--- src/rtl/tx_char_replacer.sv ---
// rtl/tx_char_replacer.sv - JESD204B TX alignment-character replacer; optional insertion counters via CHAR_REPL_STATS_EN
module tx_char_replacer (
    input  logic       clk,
    input  logic       rst,
    input  logic       i_start,
    input  logic [7:0] i_F,
    input  logic [4:0] i_K,
    input  logic       i_scr_en,
    input  logic [7:0] i_data,
    input  logic       i_k,
    input  logic       i_vld,
    output logic [7:0] o_data,
    output logic       o_k,
    output logic       o_vld,
    output logic       o_eof,
    output logic       o_eomf
`ifdef CHAR_REPL_STATS_EN
    ,
    output logic [15:0] o_a_cnt,
    output logic [15:0] o_f_cnt
`endif
);

    localparam logic [7:0] CHAR_A = 8'h7C;
    localparam logic [7:0] CHAR_F = 8'hFC;

    typedef enum logic {IDLE, RUN} state_t;

    state_t     state_q, state_d;
    logic [7:0] cfg_f_q, cfg_f_d;
    logic [4:0] cfg_k_q, cfg_k_d;
    logic       cfg_scr_q, cfg_scr_d;
    logic [7:0] octet_cnt_q, octet_cnt_d;
    logic [4:0] frame_cnt_q, frame_cnt_d;
    logic [7:0] prev_q, prev_d;
    logic       prev_ok_q, prev_ok_d;
    logic [7:0] data_q, data_d;
    logic       k_q, k_d;
    logic       vld_q, vld_d;
    logic       eof_q, eof_d;
    logic       eomf_q, eomf_d;

    // Position/history as seen by the current octet (i_start realigns same cycle)
    logic [7:0] octet_cur;
    logic [4:0] frame_cur;
    logic       prev_ok_cur;
    logic       eof_c, eomf_c;
    logic       repl_a, repl_f;

    // Next-state: realignment, position tracking, replacement and output staging
    always_comb begin
        state_d     = state_q;
        cfg_f_d     = cfg_f_q;
        cfg_k_d     = cfg_k_q;
        cfg_scr_d   = cfg_scr_q;
        prev_d      = prev_q;
        data_d      = data_q;
        k_d         = k_q;
        vld_d       = i_vld;
        eof_d       = 1'b0;
        eomf_d      = 1'b0;
        repl_a      = 1'b0;
        repl_f      = 1'b0;
        octet_cur   = octet_cnt_q;
        frame_cur   = frame_cnt_q;
        prev_ok_cur = prev_ok_q;

        if (i_start) begin
            state_d     = RUN;
            cfg_f_d     = i_F;
            cfg_k_d     = i_K;
            cfg_scr_d   = i_scr_en;
            octet_cur   = 8'd0;
            frame_cur   = 5'd0;
            prev_ok_cur = 1'b0;
        end

        octet_cnt_d = octet_cur;
        frame_cnt_d = frame_cur;
        prev_ok_d   = prev_ok_cur;

        eof_c  = (state_d == RUN) && (octet_cur == cfg_f_d);
        eomf_c = eof_c && (frame_cur == cfg_k_d);

        if (i_vld && eof_c && !i_k) begin
            if (cfg_scr_d) begin
                repl_a = eomf_c && (i_data == CHAR_A);
                repl_f = !eomf_c && (i_data == CHAR_F);
            end else if (prev_ok_cur && (i_data == prev_q)) begin
                repl_a = eomf_c;
                repl_f = !eomf_c;
            end
        end

        if (i_vld) begin
            data_d = repl_a ? CHAR_A : (repl_f ? CHAR_F : i_data);
            k_d    = repl_a || repl_f || i_k;
            eof_d  = eof_c;
            eomf_d = eomf_c;
            if (state_d == RUN) begin
                if (eof_c) begin
                    octet_cnt_d = 8'd0;
                    frame_cnt_d = (frame_cur == cfg_k_d) ? 5'd0 : frame_cur + 5'd1;
                    prev_d      = i_data;
                    prev_ok_d   = !(repl_a || repl_f) && !i_k;
                end else begin
                    octet_cnt_d = octet_cur + 8'd1;
                end
            end
        end
    end

    // State, configuration and output registers
    always_ff @(posedge clk) begin
        if (rst) begin
            state_q     <= IDLE;
            cfg_f_q     <= 8'd0;
            cfg_k_q     <= 5'd0;
            cfg_scr_q   <= 1'b0;
            octet_cnt_q <= 8'd0;
            frame_cnt_q <= 5'd0;
            prev_q      <= 8'd0;
            prev_ok_q   <= 1'b0;
            data_q      <= 8'hBC;
            k_q         <= 1'b1;
            vld_q       <= 1'b0;
            eof_q       <= 1'b0;
            eomf_q      <= 1'b0;
        end else begin
            state_q     <= state_d;
            cfg_f_q     <= cfg_f_d;
            cfg_k_q     <= cfg_k_d;
            cfg_scr_q   <= cfg_scr_d;
            octet_cnt_q <= octet_cnt_d;
            frame_cnt_q <= frame_cnt_d;
            prev_q      <= prev_d;
            prev_ok_q   <= prev_ok_d;
            data_q      <= data_d;
            k_q         <= k_d;
            vld_q       <= vld_d;
            eof_q       <= eof_d;
            eomf_q      <= eomf_d;
        end
    end

    assign o_data = data_q;
    assign o_k    = k_q;
    assign o_vld  = vld_q;
    assign o_eof  = eof_q;
    assign o_eomf = eomf_q;

`ifdef CHAR_REPL_STATS_EN
    logic [15:0] a_cnt_q, a_cnt_d;
    logic [15:0] f_cnt_q, f_cnt_d;
    logic [15:0] a_base, f_base;

    // Saturating insertion counters; i_start clears before counting its own octet
    always_comb begin
        a_base  = i_start ? 16'd0 : a_cnt_q;
        f_base  = i_start ? 16'd0 : f_cnt_q;
        a_cnt_d = (repl_a && (a_base != 16'hFFFF)) ? a_base + 16'd1 : a_base;
        f_cnt_d = (repl_f && (f_base != 16'hFFFF)) ? f_base + 16'd1 : f_base;
    end

    // Counter registers
    always_ff @(posedge clk) begin
        if (rst) begin
            a_cnt_q <= 16'd0;
            f_cnt_q <= 16'd0;
        end else begin
            a_cnt_q <= a_cnt_d;
            f_cnt_q <= f_cnt_d;
        end
    end

    assign o_a_cnt = a_cnt_q;
    assign o_f_cnt = f_cnt_q;
`endif

endmodule
--- config.mk ---
export PLATFORM = sky130hd
export DESIGN_NAME = tx_char_replacer
export DESIGN_NICKNAME = d
export VERILOG_FILES = /design/src/rtl/tx_char_replacer.sv
export SDC_FILE = /design/constraint.sdc
export NUM_CORES = 1
export LEC_CHECK = 0
export CAP_MARGIN = 5
export CORE_MARGIN = 8
export CORE_UTILIZATION = 53
export DETAILED_ROUTE_END_ITERATION = 8
export GPL_TIMING_DRIVEN = 0
export PLACE_DENSITY_LB_ADDON = 0.12
export SLEW_MARGIN = 5
export SYNTH_ARGS = -nofsm -noshare
export SYNTH_HDL_FRONTEND = slang
export SYNTH_SLANG_ARGS = --single-unit
--- constraint.sdc ---
create_clock -name clk -period 2.8 [get_ports clk]
set_input_delay 0.42 -clock clk [delete_from_list [all_inputs] [get_ports clk]]
set_output_delay 0.42 -clock clk [all_outputs]
set_load 0.05 [all_outputs]
==> flow_metrics.env, run 1 <==
export IMPL_comb_power_share_pct=16.9
export IMPL_fin_area_sq_mm=0.00303
export IMPL_antenna_found_initial=0
export IMPL_cts_buffers=5
export IMPL_setup_ws_ns=0.196
export IMPL_p_sw_share_pct=27.6
export IMPL_irDropWorstVdd_v=0.000261
export IMPL_drive_gt1_share_pct=5.00
export IMPL_layout_cells_non_filler=394
export IMPL_ys_types=49
export IMPL_holdPathStages=2
export IMPL_rows=25
export IMPL_dr_first_iter_drc_count=190
export IMPL_core_sq_mm=0.00460
export IMPL_clock_latency_ns=0.31
export IMPL_wl_um=6490
export IMPL_p_sw_mw=0.400
export IMPL_ant_nets=0
export IMPL_yosysWarnings=0
export IMPL_grt_overflow_total=0
export IMPL_path_clk_slew_ns=0.08
export IMPL_synth_edff_count=0
export IMPL_worst_pin_slew_ns=0.747
export IMPL_p_leak_nw=1.12
export IMPL_cts_sinks=49
export IMPL_ctsHtreeMaxLevel=2
export IMPL_diodes=0
export IMPL_grt_pass1_vias=2199
export IMPL_nNetsFinal=368
export IMPL_seqCellArea_sq_um=981
export IMPL_critPathLaunchType="primary input"
export IMPL_p_per_area_mw_per_mm2=478
export IMPL_drc_errors=0
export IMPL_rsz0062_at_grt="no"
export IMPL_pwr_share_seq_pct=51.2
export IMPL_post_cts_repair_setup_buffers=0
export IMPL_cp_arrival_ns=2.82
export IMPL_die_area_sq_mm=0.00711
export IMPL_preCtsSetupSlack_ns=-0.267
export IMPL_clockBufferDepth=2
export IMPL_r2r_slack_ns=0.45
export IMPL_ios=39
export IMPL_hold_ws_ns=0.470
export IMPL_dieHeight_um=84.3
export IMPL_routedWlPerCell_um=16.5
export IMPL_syn_num_nets=323
export IMPL_post_dp_cell_area_sq_mm=0.00292
export IMPL_syn_to_final_growth_pct=22.6
export IMPL_ys_ff_latch=49
export IMPL_grt_use_total_pct=18.4
export IMPL_seq_area_frac_synth_pct=39.7
export IMPL_firstDrtPassIters=5
export IMPL_gp_congestion=0.888
export IMPL_final_period_utilization_pct=93.0
export IMPL_root_buffer="clkbuf_8"
export IMPL_relSlewSlack_pct=50.2
export IMPL_dp_hpwl_um=4790
export IMPL_min_period_ns=2.60
export IMPL_internal_power_mw=1.05
export IMPL_place_inst=386
export IMPL_clockPowerShare_pct=31.9
export IMPL_postSynth_asyncResetShare_pct=0
export IMPL_hold_viol_final=0
export IMPL_setup_tns_ns=0
export IMPL_grt_max_degree=15
export IMPL_hold_class="flip-flop to flip-flop"
export IMPL_avgSynthCellArea_sq_um=8.41
export IMPL_max_cap_violations=0
export IMPL_clock_skew_ns=0.00722
export IMPL_multiInputGateArea_sq_mm=0.00142
export IMPL_viasPerCell=5.75
export IMPL_synth_area_sq_mm=0.00247
export IMPL_crit_fanout=10
export IMPL_vias=2264
export IMPL_setup_viol=0
export IMPL_fill_cells=416
export IMPL_final_cell_mix="49 x dfxtp_1, 38 x clkdlybuf4s50_1, 33 x nor2_1"
export IMPL_io_buffers=38
export IMPL_ys_flop_type="dfxtp_1"
export IMPL_syn_inst=294
export IMPL_die_width_um=84.3
export IMPL_slew_violations=0
export IMPL_cts_tree="yes"
export IMPL_mostFrequentLayoutCell="dfxtp_1"
export IMPL_grt_pass1_wl_um=10900
export IMPL_ctsHoldBuffers=0
export IMPL_worst_setup_path_end_kind="flip-flop"
export IMPL_fmax_mhz=384
export IMPL_crit_type="primary input to flip-flop"
export IMPL_cp_required_ns=3.02
export IMPL_status="finished clean"
export IMPL_r2r_cells=6
export IMPL_initial_core_util_pct=53.8
-- layout make-up --
class | count | area share [%]
inverters | 7 | 0.866
multi-input cells | 223 | 46.8
plain buffers | 15 | 1.90
flip-flops and latches | 49 | 32.3
repair buffers | 38 | 12.5
clock inverters | 1 | 0.165
clock buffers | 7 | 3.18
well taps | 54 | 2.23
-- what timing repair did --
item,4_1_cts,5_1_grt
hold endpoints to repair,0,0
resized for setup,0,2
setup endpoints to repair,0,9
-- cell usage after synthesis, types with 5 or more instances --
cell	number	share of area [%]
dfxtp_1	49	40
nor2_1	33	5.0
nand2_1	29	4.4
a21oi_1	18	3.6
mux2i_1	15	6.1
xor2_1	12	4.2
nor2b_1	11	2.8
nor3_1	11	2.2
clkbuf_1	10	1.5
nand2b_1	9	2.3
nand3_1	9	1.8
inv_1	7	1.1
xnor2_1	7	2.5
nor4_1	6	1.5
o32ai_1	5	1.8
-- critical path, stage by stage --
cell             delay [ns]
clkdlybuf4s50_1        0.52
buf_2                  0.25
a2111oi_2              0.27
a22oi_2                0.19
or3_4                  0.41
or4b_1                 0.52
a211oi_1               0.23
-- path summary, 6_finish.rpt --
kind,end,from
setup / recovery,frame_cnt_q[2],i_start
hold / removal,prev_q[1],prev_q[1]
setup reg to reg,frame_cnt_q[2],octet_cnt_q[5]
hold reg to reg,prev_q[1],prev_q[1]
-- stage by stage --
stage	power [mW]	utilization [%]
finish	1.45	66.0
global route	1.50	66.0
CTS	1.45	65.7
detailed placement	1.00	63.5
global placement	0.996	63.5
floorplan	0.895	-
-- state kept, by name, indices dropped and copies added (netlist names) --
| signal | flops |
|---|---|
| o_eof | 1 |
| cfg_scr_q | 1 |
| prev_q | 8 |
| cfg_k_q | 5 |
| o_k | 1 |
| prev_ok_q | 1 |
| state_q | 1 |
| o_vld | 1 |
| octet_cnt_q | 8 |
| o_eomf | 1 |
| cfg_f_q | 8 |
| o_data | 8 |
| frame_cnt_q | 5 |
-- routing by layer --
metal	part of all wire [%]	up-vias	GRT usage (%)	routed length (um)
li1	-	1140	-	-
met1	48	1059	24.6	3120
met2	45	55	28.9	2940
met3	5.3	10	3.48	347
met4	1.4	0	5.97	89
met5	0	-	0	0
-- cell families after synthesis --
kind of cell | share of synthesized area [%]
multiplexers | 6.52
adder cells (fa/ha/maj) | 1.01
AND/OR/NAND/NOR | 27.7
XOR/XNOR | 6.73
flip-flops | 39.7
buffers and inverters | 3.39
AO/OA/AOI/OAI | 15.0
-- power by group through the flow --
stage	clock network [mW]	registers (mW)	logic (mW)
2_1_floorplan	0	0.791	0.104
3_3_place_gp	0	0.757	0.239
3_5_place_dp	0	0.758	0.242
4_1_cts	0.469	0.742	0.243
5_1_grt	0.485	0.745	0.266
6_report	0.462	0.742	0.245
Power figures use the tool's default switching activity.
==> run 2, diff against run 1 <==
--- a/config.mk
+++ b/config.mk
@@ -5,9 +5,10 @@
 export SDC_FILE = /design/constraint.sdc
 export NUM_CORES = 1
 export LEC_CHECK = 0
+export ABC_AREA = 1
 export CAP_MARGIN = 5
 export CORE_MARGIN = 8
-export CORE_UTILIZATION = 53
+export CORE_UTILIZATION = 59
 export DETAILED_ROUTE_END_ITERATION = 8
 export GPL_TIMING_DRIVEN = 0
 export PLACE_DENSITY_LB_ADDON = 0.12
==> constraint.sdc (replaced) <==
create_clock -name clk -period 3.4 [get_ports clk]
set_input_delay 0.51 -clock clk [delete_from_list [all_inputs] [get_ports clk]]
set_output_delay 0.51 -clock clk [all_outputs]
set_load 0.05 [all_outputs]
==> flow_metrics.env, run 2 <==
export IMPL_max_stage_delay_ns=0.48
export IMPL_ctsHtreeMaxLevel=2
export IMPL_cts_tree="yes"
export IMPL_syn_inst=430
export IMPL_r2r_slack_ns=1.54
export IMPL_clockPowerShare_pct=29.9
export IMPL_setup_viol=0
export IMPL_p_sw_mw=0.367
export IMPL_synth_common_cells="102 x nand2_1, 66 x nor2_1, 63 x inv_1, 49 x dfxtp_1, 27 x nand3_1"
export IMPL_synth_area_sq_mm=0.00279
export IMPL_gp_congestion=0.935
export IMPL_root_buffer="clkbuf_8"
export IMPL_critPathBufInv=3
export IMPL_clock_skew_ns=0.00614
export IMPL_relSlewSlack_pct=57.6
export IMPL_synthTopCellsByArea="dfxtp_1 35%, nand2_1 14%, nor2_1 8.9%"
export IMPL_hold_class="flip-flop to flip-flop"
export IMPL_syn_to_final_growth_pct=19.3
export IMPL_p_sw_share_pct=30.6
export IMPL_drc_errors=0
export IMPL_hold_viol_final=0
export IMPL_dp_hpwl_um=5570
export IMPL_synth_edff_count=0
export IMPL_diodes=0
export IMPL_grt_use_total_pct=21.3
export IMPL_mostFrequentLayoutCell="nand2_1"
export IMPL_critPathLaunchType="primary input"
export IMPL_postSynth_asyncResetShare_pct=0
export IMPL_initial_core_util_pct=60.2
export IMPL_post_cts_repair_setup_buffers=0
export IMPL_ant_nets=0
export IMPL_rows=25
export IMPL_antenna_found_initial=0
export IMPL_grt_pass1_vias=2722
export IMPL_die_width_um=84.7
export IMPL_max_cap_violations=0
export IMPL_setup_tns_ns=0
export IMPL_final_cell_mix="102 x nand2_1, 66 x nor2_1, 63 x inv_1"
export IMPL_io_buffers=38
export IMPL_ys_flop_type="dfxtp_1"
export IMPL_ys_types=37
export IMPL_dieHeight_um=84.7
export IMPL_critPathSlowestCell="nor3_2"
export IMPL_synth_most_common_cell="nand2_1"
export IMPL_wl_um=7370
export IMPL_ctsResizeCount=0
export IMPL_seq_area_frac_synth_pct=35.2
export IMPL_comb_power_share_pct=19.4
export IMPL_worst_pin_slew_ns=0.632
export IMPL_min_period_ns=2.32
export IMPL_worst_setup_path_end_kind="flip-flop"
export IMPL_grt_max_degree=17
export IMPL_cp_arrival_ns=2.55
export IMPL_path_clk_slew_ns=0.10
export IMPL_nNetsFinal=504
export IMPL_p_leak_nw=1.54
export IMPL_cts_buffers=5
export IMPL_die_area_sq_mm=0.00718
export IMPL_syn_num_nets=459
export IMPL_ys_ff_latch=49
export IMPL_fin_area_sq_mm=0.00332
export IMPL_post_dp_cell_area_sq_mm=0.00323
export IMPL_crit_fanout=10
export IMPL_crit_path_cell_trace="clkdlybuf4s50_1, inv_2, buf_6, nand2_1, nand3_1, nand4_1, nor2_1, nand2_1, nor3_2, nor2_1, a211oi_1"
export IMPL_p_per_area_mw_per_mm2=361
export IMPL_crit_type="primary input to flip-flop"
export IMPL_critPathTopFamily="simple AND/OR/NAND/NOR gates"
export IMPL_synth_top_area_share_pct=35.2
export IMPL_firstDrtPassIters=5
export IMPL_slew_violations=0
export IMPL_vias=2864
export IMPL_fmax_mhz=431
export IMPL_rsz0062_at_grt="no"
export IMPL_yosysWarnings=0
export IMPL_synth_top_area_cell="dfxtp_1"
export IMPL_grt_pass1_wl_um=12400
export IMPL_irDropWorstVdd_v=0.000287
export IMPL_clockBufferDepth=2
export IMPL_grt_overflow_total=0
export IMPL_cts_sinks=49
export IMPL_viasPerCell=5.40
export IMPL_final_period_utilization_pct=68.2
export IMPL_ios=39
export IMPL_status="finished clean"
export IMPL_drive_gt1_share_pct=8.61
export IMPL_avgSynthCellArea_sq_um=6.48
export IMPL_pwr_share_seq_pct=50.7
export IMPL_internal_power_mw=0.832
export IMPL_routedWlPerCell_um=13.9
export IMPL_cp_required_ns=3.63
export IMPL_clock_latency_ns=0.31
export IMPL_core_sq_mm=0.00463
export IMPL_dr_first_iter_drc_count=221
export IMPL_ctsHoldBuffers=0
[run 2: logic make-up (layout without fill, tap and decap cells)]
group / count (synthesis) / in the layout / synth area share, %
buffers and inverters: 82 / 128 / 12.5
DFF: 49 / 49 / 35.2
xor gates and xnor gates: 4 / 4 / 1.26
and+or+nand+nor: 235 / 235 / 38.1
AOI/OAI and AO/OA: 58 / 58 / 12.1
adders and majority gates: 2 / 2 / 0.898
[run 2: final timing paths]
| path | startpoint | endpoint | cells after the start |
|---|---|---|---|
| setup / recovery | i_start | prev_q[4] | 11 |
| hold / removal | o_data[7] | o_data[7] | 2 |
| setup reg to reg | frame_cnt_q[2] | o_k | 12 |
| hold reg to reg | o_data[7] | o_data[7] | 2 |
[run 2: layout make-up]
type	count	area [sq um]
buffer	13	88.8
clock buffer	5	68.8
clock inverter	3	21.3
fill	403	1310
inverter	69	259
multi-input combinational	299	1460
sequential	49	981
tap	54	67.6
timing repair buffer	38	380
[run 2: metal layers]
metal / GRT usage [%] / routed length [um] / up-vias
li1: - / - / 1465
met1: 24.2 / 3180 / 1282
met2: 37.2 / 3540 / 102
met3: 4.59 / 460 / 15
met4: 9.39 / 186 / 0
met5: 0 / 0 / -
[run 2: power groups by stage]
stage | logic [mW] | registers (mW) | clock network, mW
5_1_grt | 0.258 | 0.611 | 0.384
2_1_floorplan | 0.124 | 0.644 | 0
3_3_place_gp | 0.226 | 0.621 | 0
3_5_place_dp | 0.230 | 0.622 | 0
4_1_cts | 0.232 | 0.608 | 0.364
6_report | 0.233 | 0.609 | 0.358
[run 2: worst reg2reg max path: cells and delay by family (launching register included)]
kind	cells	cell delay [ns]
AO/OA/AOI/OAI	1	0.11
flip-flops	1	0.34
AND/OR/NAND/NOR	10	1.30
buffers and inverters	1	0.06
[run 2: stage by stage]
| step | std cells | power [mW] | util (%) | setup WS, ns | hold WS [ns] |
|---|---|---|---|---|---|
| after CTS | 530 | 1.20 | 71.8 | 1.11 | 0.481 |
| after detailed placement | 522 | 0.852 | 69.9 | 0.779 | 0.455 |
| final | 530 | 1.20 | 71.8 | 1.08 | 0.476 |
| after global placement | 522 | 0.847 | 69.9 | 0.840 | 0.452 |
| after floorplan | 430 | 0.769 | - | 1.59 | 0.454 |
| after global routing | 530 | 1.25 | 71.8 | 0.841 | 0.514 |
